`config.mk`:
```
export PLATFORM = sky130hd
export DESIGN_NAME = led_pwm_fader
export DESIGN_NICKNAME = d
export VERILOG_FILES = /design/src/rtl/led_pwm_fader.sv
export SDC_FILE = /design/constraint.sdc
export NUM_CORES = 1
export LEC_CHECK = 0
export CAP_MARGIN = 15
export CELL_PAD_IN_SITES_DETAIL_PLACEMENT = 2
export CELL_PAD_IN_SITES_GLOBAL_PLACEMENT = 2
export CORE_MARGIN = 2
export CORE_UTILIZATION = 38
export DETAILED_ROUTE_END_ITERATION = 10
export GPL_ROUTABILITY_DRIVEN = 0
export GPL_TIMING_DRIVEN = 0
export PLACE_DENSITY = 0.88
export SKIP_LAST_GASP = 1
export SLEW_MARGIN = 20
export SYNTH_ARGS = -nofsm -noshare
export SYNTH_HDL_FRONTEND = slang
export SYNTH_SLANG_ARGS = --single-unit
```
`constraint.sdc`:
```
create_clock -name clk -period 2.9 [get_ports clk]
set_clock_uncertainty 0.2 [all_clocks]
set_input_delay 0.58 -clock clk [delete_from_list [all_inputs] [get_ports clk]]
set_output_delay 0.58 -clock clk [all_outputs]
set_load 0.02 [all_outputs]
```
`src/rtl/led_pwm_fader.sv`:
```
// -----------------------------------------------------------------------------
// led_pwm_fader
//
// Sits between the LED chaser and the board pins. It takes the chaser's
// active-low pattern and drives each LED through its own PWM channel. A lit
// channel ramps up at UP_STEP per fade tick, and a dark channel decays at
// DOWN_STEP per fade tick, so the moving dot leaves a glowing tail.
//
// Optional feature: define LED_GAMMA_EN to map brightness to duty through
// (b*b) >> PWM_BITS, with full brightness mapped to full duty. This gives a
// perceptually linear fade. Without the macro the duty equals the brightness.
//
// Ports:
//   clk        in   1      system clock
//   rst_n      in   1      asynchronous active-low reset
//   led_in_n   in   N_LED  chaser pattern, active-low, asynchronous to clk
//   en         in   1      global enable; 0 darkens outputs and clears state
//   led_out_n  out  N_LED  registered PWM pin drive, active-low
//   tick       out  1      one-cycle pulse per fade tick (debug)
// -----------------------------------------------------------------------------
module led_pwm_fader #(
  parameter int CLK_HZ    = 50000000,
  parameter int FADE_HZ   = 1000,
  parameter int N_LED     = 6,
  parameter int PWM_BITS  = 8,
  parameter int UP_STEP   = 255,
  parameter int DOWN_STEP = 16
) (
  input  logic             clk,
  input  logic             rst_n,
  input  logic [N_LED-1:0] led_in_n,
  input  logic             en,
  output logic [N_LED-1:0] led_out_n,
  output logic             tick
);

  // Fade prescaler geometry; a ratio below 1 still gives a tick every cycle.
  localparam int TICK_DIV_RAW = CLK_HZ / FADE_HZ;
  localparam int TICK_DIV     = (TICK_DIV_RAW < 1) ? 1 : TICK_DIV_RAW;
  localparam int PRE_W        = (TICK_DIV > 1) ? $clog2(TICK_DIV) : 1;
  localparam logic [PRE_W-1:0] PRE_LAST = PRE_W'(TICK_DIV - 1);

  // PWM period is MAX cycles (0..MAX-1), so duty MAX is always on.
  localparam logic [PWM_BITS-1:0] PWM_LAST = PWM_BITS'((1 << PWM_BITS) - 2);
  localparam logic [PWM_BITS:0]   UP_W     = (PWM_BITS + 1)'(UP_STEP);
  localparam logic [PWM_BITS:0]   DN_W     = (PWM_BITS + 1)'(DOWN_STEP);

  // One fade step, saturating at MAX going up and at 0 going down.
  function automatic logic [PWM_BITS-1:0] bri_step(input logic [PWM_BITS-1:0] b,
                                                   input logic                up);
    logic [PWM_BITS:0] wide;
    if (up) begin
      wide = {1'b0, b} + UP_W;
      bri_step = wide[PWM_BITS] ? '1 : wide[PWM_BITS-1:0];
    end else begin
      wide = ({1'b0, b} >= DN_W) ? ({1'b0, b} - DN_W) : '0;
      bri_step = wide[PWM_BITS-1:0];
    end
  endfunction

  // Brightness to duty mapping.
  function automatic logic [PWM_BITS-1:0] duty_map(input logic [PWM_BITS-1:0] b);
`ifdef LED_GAMMA_EN
    logic [2*PWM_BITS-1:0] sq;
    sq = {{PWM_BITS{1'b0}}, b} * {{PWM_BITS{1'b0}}, b};
    // Full brightness must stay fully on, which the square alone cannot reach.
    duty_map = (b == '1) ? '1 : PWM_BITS'(sq >> PWM_BITS);
`else
    duty_map = b;
`endif
  endfunction

  // Two-flop synchroniser; resets to all dark.
  logic [N_LED-1:0] sync1_q, sync2_q;
  logic [N_LED-1:0] tgt;

  // NOTE: sequential state is written with <= only, so every flop samples the
  // pre-edge value of every other flop regardless of statement order.
  always_ff @(posedge clk or negedge rst_n) begin
    if (!rst_n) begin
      sync1_q <= '1;
      sync2_q <= '1;
    end else begin
      sync1_q <= led_in_n;
      sync2_q <= sync1_q;
    end
  end

  assign tgt = ~sync2_q;

  logic [PRE_W-1:0]    pre_q, pre_d;
  logic                tick_q, tick_d;
  logic [PWM_BITS-1:0] pwm_q, pwm_d;
  logic [PWM_BITS-1:0] bri_q  [N_LED];
  logic [PWM_BITS-1:0] bri_d  [N_LED];
  logic [PWM_BITS-1:0] duty_q [N_LED];
  logic [PWM_BITS-1:0] duty_d [N_LED];
  logic [PWM_BITS-1:0] duty_eff [N_LED];
  logic [N_LED-1:0]    led_out_q, led_out_d;

  // NOTE: every signal gets a default at the top of the block, so no path
  // through the branches below can leave one unassigned and infer a latch.
  always_comb begin
    pre_d     = '0;
    tick_d    = 1'b0;
    pwm_d     = '0;
    led_out_d = '1;
    for (int i = 0; i < N_LED; i++) begin
      bri_d[i]    = '0;
      duty_d[i]   = '0;
      duty_eff[i] = '0;
    end

    if (en) begin
      pre_d  = (pre_q == PRE_LAST) ? '0 : pre_q + PRE_W'(1);
      tick_d = (pre_q == PRE_LAST);
      pwm_d  = (pwm_q == PWM_LAST) ? '0 : pwm_q + PWM_BITS'(1);
      for (int i = 0; i < N_LED; i++) begin
        // At the start of a period the freshly latched duty already governs
        // the output, so every cycle of a period uses the same duty. Because
        // the latch reads bri_q, a tick in the same cycle lands one period late.
        duty_eff[i]  = (pwm_q == '0) ? duty_map(bri_q[i]) : duty_q[i];
        duty_d[i]    = duty_eff[i];
        bri_d[i]     = tick_q ? bri_step(bri_q[i], tgt[i]) : bri_q[i];
        led_out_d[i] = ~(pwm_q < duty_eff[i]);
      end
    end
  end

  // NOTE: the per-channel arrays are ordinary flops, not a RAM, so they take
  // the asynchronous reset like every other register.
  always_ff @(posedge clk or negedge rst_n) begin
    if (!rst_n) begin
      pre_q     <= '0;
      tick_q    <= 1'b0;
      pwm_q     <= '0;
      led_out_q <= '1;
      for (int i = 0; i < N_LED; i++) begin
        bri_q[i]  <= '0;
        duty_q[i] <= '0;
      end
    end else begin
      pre_q     <= pre_d;
      tick_q    <= tick_d;
      pwm_q     <= pwm_d;
      led_out_q <= led_out_d;
      for (int i = 0; i < N_LED; i++) begin
        bri_q[i]  <= bri_d[i];
        duty_q[i] <= duty_d[i];
      end
    end
  end

  assign led_out_n = led_out_q;
  assign tick      = tick_q;

endmodule

```
After elaboration in Yosys (flattened, before gate mapping):

Cells that the tools add are included.

* add/sub/neg operators: 14
* $mul: 0
* divide/modulo/power cells: 0
* $lt $le $gt $ge: 12
* eq/ne operators: 3
* shift-type cells: 0
* mux-type cells: 38
* bitwise gates (word level): 7
* reductions and logical operators: 1

Operators by type and width (number)
* 2-to-1 mux 8 bit: 32
* 2-to-1 mux 48 bit: 2
* adder 8 x 8 -> 9 bit, second input constant: 6
* >= comparator 8 x 5 -> 1 bit, second input constant: 6
* < comparator 8 bit: 6
* subtractor 8 x 5 -> 8 bit, second input constant: 6
* 2-to-1 mux 16 bit: 2
* adder 16 x 1 -> 16 bit, second input constant: 1
* equality test 16 bit, second input constant: 1
* adder 8 x 1 -> 8 bit, second input constant: 1
* equality test 8 bit, second input constant: 1
* logical NOT 8 bit: 1
* 2-to-1 mux 6 bit: 1
* NOT 1 bit: 6
* NOT 6 bit: 1
* inequality test 2 x 1 -> 1 bit, second input constant: 1
* 2-to-1 mux 1 bit: 1

* register bits: 139
* latch bits: 0
* RAM bits: 0
* bits in read-only memories: 0
* bits of input ports: 9
* output and inout bits: 7
* logic and storage cells: 93
* memories kept: 0

Longest topological paths before layout:

* word-level depth: 5
* depth in mapped cells: 13
* depth with buffers taken out: 10

Worst setup path before layout:

Ideal clock, no wire load.

* kind: register to register
* from: reg pwm_q[0]
* to: reg led_out_q[3], in the netlist led_out_n[3]
* library setup time: 88 ps
* arrival: 2713 ps
* data required time: 2612 ps
* slack: -101 ps
* cell stages (with the launch flop): 14
* buffers on the path: 3
* period minus slack after synthesis: 3001 ps
* path through: dfrtp_1 -> clkbuf_1 -> inv_1 -> ha_1 -> or4b_1 -> buf_6 -> buf_6 -> nor3_2 -> a21oi_2 -> ha_1 -> a21o_1 -> a21o_1 -> a221oi_1 -> o21ai_1

* word-level cells in the longest chain between the ends: 5

RTL lines
* start: declaration: line 93 `logic [PWM_BITS-1:0] pwm_q, pwm_d;`
* start signal: assignment: line 145 `pwm_q <= pwm_d;`
* logical NOT 8 bit: line 122 `duty_eff[i] = (pwm_q == '0) ? duty_map(bri_q[i]) : duty_q[i];`
* 2-to-1 mux 8 bit: line 122
* < comparator 8 bit *: line 125 `led_out_d[i] = ~(pwm_q < duty_eff[i]);`
* NOT 1 bit *: line 125
* 2-to-1 mux 6 bit *: line 114 `if (en) begin`
* via led_out_d[3]: line 99 `logic [N_LED-1:0] led_out_q, led_out_d;`
* end signal: assignment: line 146 `led_out_q <= led_out_d;`
* end: declaration: line 99

The timed path passes the listed nets; every way through them passes the cells marked *.
A chain may end at the register's enable or synchronous reset.

Worst setup path in the final report:

* from: reg pwm_q[1]
* to: reg led_out_q[1], in the netlist led_out_n[1]

Same word-level chain as after synthesis.

==> flow_summary.html <==
<table>
<tr><th>Metric</th><th>Value</th></tr>
<tr><th colspan="2">Logic synthesis</th></tr>
<tr><td>FF+latch count, synth</td><td>139</td></tr>
<tr><td>Per-instance average area after synthesis</td><td>10.1 µm²</td></tr>
<tr><td>Number of flops mapped to enable cells by yosys</td><td>0</td></tr>
<tr><td>Asr flop ratio synth</td><td>1.00</td></tr>
<tr><td>Synth Warn #</td><td>0</td></tr>
<tr><td>Number of distinct library cells after synthesis</td><td>74</td></tr>
<tr><td>Most repeated cell in the gate-level netlist after synthesis</td><td>dfrtp_1</td></tr>
<tr><td>Top-area cell type share of the netlist area</td><td>0.359</td></tr>
<tr><td>Total standard cell area after synthesis</td><td>0.00844 mm²</td></tr>
<tr><td>Part of the Yosys area used for sequential elements</td><td>0.415</td></tr>
<tr><td>Commonest cells in the synthesized netlist</td><td>121 x dfrtp_1, 76 x ha_1, 66 x nor2_1, 52 x nand2_1, 48 x a21oi_1</td></tr>
<tr><td>Gate Count Post-Synth</td><td>838</td></tr>
<tr><td>Top cell type by total area after synthesis</td><td>dfrtp_1</td></tr>
<tr><td>Most frequently used flop master after synthesis</td><td>dfrtp_1</td></tr>
<tr><td>Main area contributors after synthesis</td><td>dfrtp_1 36%, ha_1 11%, dfstp_2 5.6%</td></tr>
<tr><td>Synthesized Nets</td><td>923</td></tr>
<tr><th colspan="2">Global route</th></tr>
<tr><td>Remaining global-route overflow</td><td>0</td></tr>
<tr><td>Global Route Usage Sum</td><td>0.285</td></tr>
<tr><td>First-pass GRT wire length</td><td>51200 µm</td></tr>
<tr><td>Number of global-route vias before repair</td><td>8672</td></tr>
<tr><td>Initial antenna violation count</td><td>1</td></tr>
<tr><td>Largest net degree at the start of global routing</td><td>80</td></tr>
<tr><th colspan="2">Critical path</th></tr>
<tr><td>Worst flop-to-flop path endpoint</td><td>led_out_n[1]</td></tr>
<tr><td>Critical Path Sink Type</td><td>register</td></tr>
<tr><td>Reg2Reg Launch Point</td><td>pwm_q[1]</td></tr>
<tr><td>Worst setup SP type</td><td>register</td></tr>
<tr><td>Data required time of the worst path</td><td>3.05 ns</td></tr>
<tr><td>Family with the most delay on the worst path</td><td>compound AO/OA/AOI/OAI gates</td></tr>
<tr><td>Slack of the worst reg-to-reg path</td><td>-0.24 ns</td></tr>
<tr><td>Top fanout value on the critical path</td><td>8</td></tr>
<tr><td>Buffers &amp; Inverters on Critical Path</td><td>2</td></tr>
<tr><td>Worst Reg2Reg Path Length in Cells</td><td>11</td></tr>
<tr><td>Classification of the worst setup path</td><td>reg2reg</td></tr>
<tr><td>Most repeated library cell on the critical path</td><td>a21o_1</td></tr>
<tr><td>Highest-delay cell along the critical path</td><td>or4b_4</td></tr>
<tr><td>Largest stage delay on the critical path</td><td>0.56 ns</td></tr>
<tr><td>Cell-by-cell trace of the critical path</td><td>inv_4 -&gt; ha_4 -&gt; or4b_4 -&gt; buf_12 -&gt; nor3_4 -&gt; a21oi_2 -&gt; ha_1 -&gt; a21o_1 -&gt; a21o_1 -&gt; a221oi_2 -&gt; o21ai_2</td></tr>
<tr><td>Worst endpoint data arrival time</td><td>3.29 ns</td></tr>
<tr><th colspan="2">Routing</th></tr>
<tr><td>Iter 0 DRT Violations</td><td>318</td></tr>
<tr><td>Detailed-route vias per instance</td><td>6.11</td></tr>
<tr><td>Number of remaining DRC errors</td><td>0</td></tr>
<tr><td>First drt pass iteration count</td><td>5</td></tr>
<tr><td>Remaining antenna violation count</td><td>0</td></tr>
<tr><td>Wire length per cell after detailed routing</td><td>27.1 µm</td></tr>
<tr><td>Wirelength, routed</td><td>32600 µm</td></tr>
<tr><td>Total number of vias</td><td>7332</td></tr>
<tr><th colspan="2">Clocking</th></tr>
<tr><td>Clock Sinks</td><td>139</td></tr>
<tr><td>Worst skew pair latency</td><td>0.45 ns</td></tr>
<tr><td>Deepest level of the CTS H-tree</td><td>4</td></tr>
<tr><td>Total clock buffers created by CTS</td><td>17</td></tr>
<tr><td>TritonCTS clock tree</td><td>built</td></tr>
<tr><td>Clock Root Buffer</td><td>clkbuf_16</td></tr>
<tr><td>CTS clock-pin slew for the worst setup and hold paths</td><td>0.07 ns</td></tr>
<tr><td>CTS Buffer Depth</td><td>2</td></tr>
<tr><th colspan="2">STA</th></tr>
<tr><td>Hold Violations, Final</td><td>0</td></tr>
<tr><td>Final Hold Slack</td><td>0.155 ns</td></tr>
<tr><td>Final worst slack</td><td>-0.244 ns</td></tr>
<tr><td>Final count of negative-setup-slack endpoints</td><td>6</td></tr>
<tr><td>Post-layout minimum cycle time</td><td>3.14 ns</td></tr>
<tr><td>Slew margin rel.</td><td>0.428</td></tr>
<tr><td>Highest achievable clock rate</td><td>318 MHz</td></tr>
<tr><td>Worst Tran Pin Value</td><td>0.858 ns</td></tr>
<tr><td>Setup repair after global routing missed its margin</td><td>yes</td></tr>
<tr><td>Final-report max-slew violation count</td><td>0</td></tr>
<tr><td>Fin crit share</td><td>1.08</td></tr>
<tr><th colspan="2">Die</th></tr>
<tr><td>Floorplan die area</td><td>0.0234 mm²</td></tr>
<tr><td>X dimension of the die</td><td>153 µm</td></tr>
<tr><td>Die Y-Extent</td><td>153 µm</td></tr>
<tr><td>Initial cell density of the core</td><td>0.387</td></tr>
<tr><td>Area of the core</td><td>0.0218 mm²</td></tr>
<tr><td>Row count</td><td>54</td></tr>
<tr><td>Boundary pin count</td><td>16</td></tr>
<tr><th colspan="2">Power and ir drop</th></tr>
<tr><td>Maximum VDD drop</td><td>0.391 mV</td></tr>
<tr><td>Total chip power</td><td>0.00489 W</td></tr>
<tr><td>Power per Cell Area</td><td>488 mW/mm²</td></tr>
<tr><td>Leakage power</td><td>4.62 nW</td></tr>
<tr><th colspan="2">Outcome</th></tr>
<tr><td>Run status</td><td>finished with violations</td></tr>
<tr><td>Violated checks</td><td>negative setup slack</td></tr>
<tr><th colspan="2">Job</th></tr>
<tr><td>Max-cap viol count</td><td>0</td></tr>
<tr><th colspan="2">Layout</th></tr>
<tr><td>Layout overhead on the synthesized area</td><td>18.6%</td></tr>
<tr><td>Fraction of layout instances using a drive strength above 1</td><td>0.230</td></tr>
<tr><td>Layout Utilization</td><td>0.459</td></tr>
<tr><td>Number of fill cells</td><td>2300</td></tr>
<tr><td>Post-layout net count</td><td>991</td></tr>
<tr><th colspan="2">Min path</th></tr>
<tr><td>Class of the tightest hold or removal check</td><td>reg2reg</td></tr>
<tr><td>Min-delay src</td><td>sync1_q[5]</td></tr>
<tr><td>WHS Endpoint</td><td>sync2_q[5]</td></tr>
<tr><td>Hold Path Cell Cnt</td><td>0</td></tr>
<tr><th colspan="2">Placed design</th></tr>
<tr><td>Post-DP HPWL</td><td>18700 µm</td></tr>
<tr><td>Count of input and output buffers</td><td>15</td></tr>
</table>
==> metal layers <==
metal	routed length (µm)	vias up	share of wire	global-route usage
met4	1630	0	0.050	0.156
li1	-	3198	-	-
met1	12700	3815	0.39	0.314
met5	0	-	0	0
met3	1300	114	0.040	0.0539
met2	16900	205	0.52	0.514
==> logic make-up after synthesis <==
logic type,Yosys count,share of synthesized area
flops,139,0.415
xor+xnor,17,0.0176
buf+inv,70,0.0372
compound gates,237,0.197
simple gates,278,0.196
mux,21,0.0249
fa+ha+maj,76,0.113
==> how the worst max path moves through the flow <==
| stage | startpoint | endpoint | slack (ns) | depth (start not counted) |
|---|---|---|---|---|
| floorplan | pwm_q[0] | led_out_n[3] | 0.001 | 13 |
| global placement | rst_n | bri_q[19] | -4.74 | 1 |
| detailed placement | pwm_q[2] | led_out_n[2] | -0.69 | 10 |
| CTS | pwm_q[0] | led_out_n[1] | -0.15 | 12 |
| global route | pwm_q[1] | led_out_n[1] | -0.24 | 11 |
| finish | pwm_q[1] | led_out_n[1] | -0.24 | 11 |
==> area by class of cell <==
type                            count  area (µm²)  area share
Clock inverter                     11         124      0.0124
Sequential cell                   139        3510       0.351
Timing Repair Buffer               51         480      0.0480
Clock buffer                       21         440      0.0440
Antenna cell                        1        2.50    0.000250
Inverter                           41         161      0.0161
Buffer                             27         170      0.0170
Tap cell                          280         350      0.0350
Multi-Input combinational cell    629        4770       0.476
==> sequential cells by signal (all words and copies together), names as in the netlist <==
signal and count:
led_out_n 6, pwm_q 8, sync2_q 6, duty_q 48, tick 1, sync1_q 6, pre_q 16, bri_q 48
==> power by group <==
group	switching [W]	leakage (nW)	internal, W
clock	0.000938	0.267	0.00126
sequential	0.0000283	1.86	0.00199
combinational	0.000439	2.49	0.000232
total	0.00141	4.62	0.00348
==> cells in the final DEF, fill, tap and decap left out, types with 10 or more instances in the layout <==
master and instances:
a21o_1 22, a21oi_1 48, a21oi_2 23, a22o_1 11, buf_4 37, clkbuf_1 14, clkbuf_16 17, clkdlybuf4s50_1 14
dfrtp_1 114, dfstp_2 18, ha_1 73, inv_1 39, mux2i_1 19, nand2_1 52, nand2b_1 14, nand3_1 15
nand4_1 12, nor2_1 61, nor2_2 24, nor2b_1 10, nor3_4 13, o21ai_0 34, or3b_2 10
==> worst reg2reg max path: stages (launching register included) <==
cell and delay, ns:
dfrtp_4 0.50, inv_4 0.07, ha_4 0.15, or4b_4 0.56
buf_12 0.20, nor3_4 0.13, a21oi_2 0.06, ha_1 0.30
a21o_1 0.18, a21o_1 0.19, a221oi_2 0.35, o21ai_2 0.14
==> metrics by stage <==
stage	setup TNS (ns)	instances	setup slack [ns]	area, µm²
after floorplan	0	838	0.00107	8530
after global placement	-642.39	1133	-4.74	9030
after detailed placement	-24.49	1134	-0.686	9060
after CTS	-0.624	1200	-0.147	9990
after global routing	-1.24	1200	-0.238	10000
final	-0.927	1200	-0.244	10000
==> timing repair <==
item / in CTS / in global routing
pin swaps: 23 / 13
hold buffers: 1 / 0
setup endpoints to repair: 7 / 20
cloned: 1 / 0
hold endpoints to repair: 61 / 0
gates resized for setup: 30 / 17
setup buffers: 33 / 2
(Power assumes the default switching activity.)
